## config.mk

```make
export PLATFORM = sky130hd
export DESIGN_NAME = fpmul_pipe_param
export DESIGN_NICKNAME = d
export VERILOG_FILES = /design/src/rtl/fpmul_pipe_param.sv
export SDC_FILE = /design/constraint.sdc
export NUM_CORES = 2
export LEC_CHECK = 0
export ABC_AREA = 0
export ABC_CLOCK_PERIOD_IN_PS = 10200
export CAP_MARGIN = 20
export CORE_MARGIN = 1
export CORE_UTILIZATION = 50
export DETAILED_ROUTE_END_ITERATION = 6
export GPL_ROUTABILITY_DRIVEN = 1
export PLACE_DENSITY_LB_ADDON = 0.15
export SYNTH_ARGS = -nofsm -noshare
export SYNTH_HDL_FRONTEND = slang
export SYNTH_SLANG_ARGS = --single-unit
export TNS_END_PERCENT = 1
```

## constraint.sdc

```tcl
create_clock -name clk -period 10.2 [get_ports clk]
set_clock_uncertainty 0.1 [all_clocks]
set_input_delay 2.04 -clock clk [delete_from_list [all_inputs] [get_ports clk]]
set_output_delay 2.04 -clock clk [all_outputs]
set_load 0.005 [all_outputs]
```

## src/rtl/fpmul_pipe_param.sv

```systemverilog
// Parametrised 4-stage pipelined floating-point multiplier with valid/ready handshake,
// round-to-nearest-even and special-value handling. Define FPMUL_FLAGS_EN to add the flags port.
module fpmul_pipe_param #(
  parameter int EW = 8,
  parameter int MW = 23
) (
  input  logic           clk,
  input  logic           reset,
  input  logic [EW+MW:0] a,
  input  logic [EW+MW:0] b,
  input  logic           in_valid,
  output logic           in_ready,
  output logic [EW+MW:0] out,
  output logic           out_valid,
  input  logic           out_ready
`ifdef FPMUL_FLAGS_EN
  ,
  output logic [4:0]     flags
`endif
);

  localparam int W  = EW + MW + 1;
  localparam int MW1 = MW + 1;
  localparam int PW = 2 * MW1;
  localparam int XW = EW + 2;
  localparam logic signed [XW-1:0] BIAS  = XW'((1 << (EW - 1)) - 1);
  localparam logic signed [XW-1:0] EMAX  = XW'((1 << EW) - 1);
  localparam logic signed [XW-1:0] EZERO = '0;
  localparam logic [W-1:0] QNAN = {1'b1, {(MW - 1){1'b0}}, {EW{1'b1}}, 1'b0};

  typedef struct packed {
    logic          sign;
    logic [EW-1:0] exp;
    logic [MW:0]   man;
    logic          zero;
    logic          inf;
    logic          nan;
  } op_t;

  function automatic op_t unpack(input logic [W-1:0] x);
    op_t o;
    o.sign = x[0];
    o.exp  = x[EW:1];
    o.zero = (o.exp == '0);
    o.man  = {!o.zero, x[W-1:EW+1]};
    o.inf  = (&o.exp) && (x[W-1:EW+1] == '0);
    o.nan  = (&o.exp) && (x[W-1:EW+1] != '0);
    return o;
  endfunction

  logic en;
  assign en       = !(out_valid && !out_ready);
  assign in_ready = en;

  logic s1_valid, s2_valid, s3_valid;
  op_t  s1_a, s1_b;

  logic                 s2_sign, s2_nan, s2_inf, s2_zero;
  logic signed [XW-1:0] s2_e;
  logic [PW-1:0]        s2_p;

  logic                 s3_sign, s3_nan, s3_inf, s3_zero;
  logic signed [XW-1:0] s3_e;
  logic [MW-1:0]        s3_frac;

  // S3 combinational: normalise to a leading one at the top, then round to nearest-even.
  logic [PW-1:0]        pn;
  logic signed [XW-1:0] e_norm, e_rnd;
  logic [MW:0]          mant;
  logic [MW+1:0]        sum;
  logic [MW-1:0]        frac_rnd;
  logic                 g, r, st, up;

  // NOTE: every always_comb output gets a default on entry so no path can infer a latch.
  always_comb begin
    pn       = s2_p[PW-1] ? s2_p : (s2_p << 1);
    e_norm   = s2_e + XW'(s2_p[PW-1]);
    mant     = pn[PW-1 -: MW1];
    g        = pn[PW-1-MW1];
    r        = pn[PW-2-MW1];
    st       = |pn[PW-3-MW1:0];
    up       = g & (r | st | mant[0]);
    sum      = {1'b0, mant} + (MW + 2)'(up);
    e_rnd    = e_norm + XW'(sum[MW+1]);
    frac_rnd = sum[MW+1] ? sum[MW:1] : sum[MW-1:0];
  end

  // S4 result selection, highest priority first.
  logic         special, ovf, unf;
  logic [W-1:0] res;
  assign special = s3_nan | s3_inf | s3_zero;
  assign ovf     = !special && (s3_e >= EMAX);
  assign unf     = !special && (s3_e <= EZERO);

  always_comb begin
    res = {s3_frac, s3_e[EW-1:0], s3_sign};
    if (s3_nan)               res = QNAN;
    else if (s3_inf || ovf)   res = {{MW{1'b0}}, {EW{1'b1}}, s3_sign};
    else if (s3_zero || unf)  res = {{(W - 1){1'b0}}, s3_sign};
  end

`ifdef FPMUL_FLAGS_EN
  logic       s3_inexact;
  logic [4:0] flags_d;
  assign flags_d = {s3_nan, ovf, unf,
                    !special && (s3_inexact || ovf || unf),
                    (!s3_nan && !s3_inf && s3_zero) || unf};
`endif

  // Control: valid bits and the output register, cleared by reset and frozen while stalled.
  always_ff @(posedge clk) begin
    if (reset) begin
      s1_valid  <= 1'b0;
      s2_valid  <= 1'b0;
      s3_valid  <= 1'b0;
      out_valid <= 1'b0;
      out       <= '0;
`ifdef FPMUL_FLAGS_EN
      flags     <= '0;
`endif
    end else if (en) begin
      s1_valid  <= in_valid;
      s2_valid  <= s1_valid;
      s3_valid  <= s2_valid;
      out_valid <= s3_valid;
      if (s3_valid) begin
        out   <= res;
`ifdef FPMUL_FLAGS_EN
        flags <= flags_d;
`endif
      end
    end
  end

  // NOTE: datapath registers carry no reset; the stage valid bits alone qualify their contents.
  always_ff @(posedge clk) begin
    if (en) begin
      s1_a    <= unpack(a);
      s1_b    <= unpack(b);

      s2_sign <= s1_a.sign ^ s1_b.sign;
      s2_e    <= {2'b00, s1_a.exp} + {2'b00, s1_b.exp} - BIAS;
      s2_p    <= PW'(s1_a.man) * PW'(s1_b.man);
      s2_nan  <= s1_a.nan | s1_b.nan | (s1_a.inf & s1_b.zero) | (s1_a.zero & s1_b.inf);
      s2_inf  <= s1_a.inf | s1_b.inf;
      s2_zero <= s1_a.zero | s1_b.zero;

      s3_sign <= s2_sign;
      s3_e    <= e_rnd;
      s3_frac <= frac_rnd;
      s3_nan  <= s2_nan;
      s3_inf  <= s2_inf;
      s3_zero <= s2_zero;
`ifdef FPMUL_FLAGS_EN
      s3_inexact <= g | r | st;
`endif
    end
  end

endmodule

```

==> flow_summary.ini <==
[route]
drcViolationCount = 2
drt_iter0_drc = 1265
routed_wl_um = 70200
vias = 19028
via_per_inst = 5.44
wl_per_cell_um = 20.1
final_antenna_net_count = 0
dr.pass1.iters = 7

[cts]
cts_tree = done
clockRootBuffer = clkbuf_16
cts.sinks = 207
path_clk_slew_ns = 0.06
postCtsHoldBufs = 0
cts_buffer_depth = 3
cts_resized = 0
clk_latency_ns = 0.60
cts_inserted_buffers = 25
cts_setup_buffers = 0
ctsHtreeMaxLevel = 1

[setup_path]
worstPathCellList = nand2_1 > fa_1 > inv_1 > fa_1 > inv_1 > fa_1 > inv_1 > fa_1 > inv_1 > fa_1 > inv_1 > fa_1 > inv_1 > fa_1 > inv_1 > ha_1 > a21oi_1 > o21ai_0 > a221o_1 > or2_2 > o21ai_1 > a21oi_1 > a31oi_1 > xnor2_1
worst_ep_required_time_ns = 10.41
critPathMaxStageDelay_ns = 1.03
cpMaxStageDelayCell = edfxtp_1
crit_path_start_kind = flip-flop
worst-path-buf-inv = 7
crit_arrival_ns = 7.97
rr_startpoint = s1_a[14]$_DFFE_PN_
crit_path_max_fanout = 24
cp-end-kind = flip-flop
crit_type = reg2reg
crit_start = s1_a[14]$_DFFE_PN_
critPathTopFamily = adder cells

[global_routing]
overflow = 0
grt_pass1_wl_um = 112000
grt.total_usage = 0.261
grt_pass1_vias = 20371
antenna_found_initial = 0
grt_max_degree = 170

[outcome]
violations = DRC
status = finished with violations

[die]
num_rows = 85
io_pins = 102
die-area_um2 = 55400
fp.dieW_um = 235
start_util = 0.506
core_um2 = 53800
die_h_um = 235

[logic_synthesis]
syn-num-nets = 3500
synth_cell_types = 61
synth-edff-count = 171
synth_seq_area_share = 0.215
syn-cell-area_um2 = 27200
ys_seq_elements = 207
async_flop_share = 0
ys.flop_type = edfxtp_1
syn_inst = 2756
yosysWarnings = 0
synth.avg_cell_area_um2 = 9.88

[sta]
setup_tns_ns = 0
setup_viol = 0
finalCriticalPeriod_ns = 7.76
worst_pin_slew_ns = 1.20
fmax_ghz = 0.129
grt_setup_unrepaired = no
relSlewSlack = 0.200
drv_slew = 0
hold_violations = 0
period_share = 0.761

[worst_hold_path]
hp-start = s2_sign$_DFFE_PN_
hold_class = reg2reg

[placement]
dpl.cell_count = 3451
port_buffers = 101
dp_hpwl_um = 54200
place.gp.congestion = 0.903

[job]
max_cap_violations = 0

[cells_and_area]
layout_commonest_cell = inv_1
instances_no_fill = 3498
diodes = 0
nets = 3527
drive_gt1_frac = 0.0321
layout_common_cells = inv_1 (548), fa_1 (484), nand2_1 (359), and2_1 (302), ha_1 (192)
syn_to_final_growth_pct = 9.31
## cell usage after synthesis (all sizes together) (35+ instances only)
library cell  number  share of area
inv              548          0.076
and2             303          0.070
clkbuf           119          0.016
a21oi             71          0.013
nor2              84          0.012
edfxtp           171           0.19
ha               192          0.088
nand2            359          0.049
fa               484           0.36
dfxtp             36          0.026
a21o              35         0.0096
xnor2             55          0.018
## per-layer routing
layer  global-route usage  wire length, um  vias up
met3               0.0261             3510      149
met5                    0                0        -
li1                     -                -     8559
met2                0.434            34100      596
met4                0.109             3130        0
met1                0.352            29500     9724
## worst paths after layout
check / end / slack [ns] / cells past startpoint
hold / removal: s3_sign$_DFFE_PN_ / 0.32 / 0
setup reg to reg: s2_p[43]$_DFFE_PN_ / 2.44 / 24
hold reg to reg: s3_sign$_DFFE_PN_ / 0.32 / 0
setup / recovery: s2_p[43]$_DFFE_PN_ / 2.44 / 24
## stage by stage
step	hold WS [ns]	area (um2)	util	worst slack, ns
CTS	0.324	29700	0.553	2.45
global placement	0.315	28800	0.536	2.67
global route	0.330	29800	0.553	2.04
floorplan	0.300	27200	-	3.42
finish	0.325	29800	0.553	2.44
detailed placement	0.321	28900	0.537	2.47
## final cells by class
| class | instances | area [um2] |
|---|---|---|
| Clock buffer | 29 | 671 |
| Clock inverter | 17 | 188 |
| Fill cell | 4705 | 24100 |
| Inverter | 548 | 2060 |
| Multi-Input combinational cell | 1873 | 18800 |
| Sequential cell | 207 | 5860 |
| Tap cell | 696 | 871 |
| Timing Repair Buffer | 128 | 1290 |
## state kept, by name, summed over array words and instances, names as in the netlist
signal,cells
s3_zero,1
out_valid,1
s3_sign,1
s3_nan,1
s2_sign,1
s1_valid,1
s2_e,10
s3_inf,1
s2_inf,1
s3_frac,23
out,32
s3_e,10
s1_b,36
s1_a,36
s2_valid,1
s2_nan,1
s2_zero,1
s2_p,48
s3_valid,1
## logic make-up (layout without fill, tap and decap cells)
kind of cell / count (synthesis) / in the layout / synth area share
compound gates: 216 / 216 / 0.0528
mux: 16 / 16 / 0.00611
flops: 207 / 207 / 0.215
buf+inv: 676 / 722 / 0.0935
xor+xnor: 87 / 87 / 0.0280
simple gates: 878 / 878 / 0.160
fa+ha+maj: 676 / 676 / 0.444
Power is not shown: default switching activity piles up to over one toggle a cycle in this logic, so the estimate is an artifact.
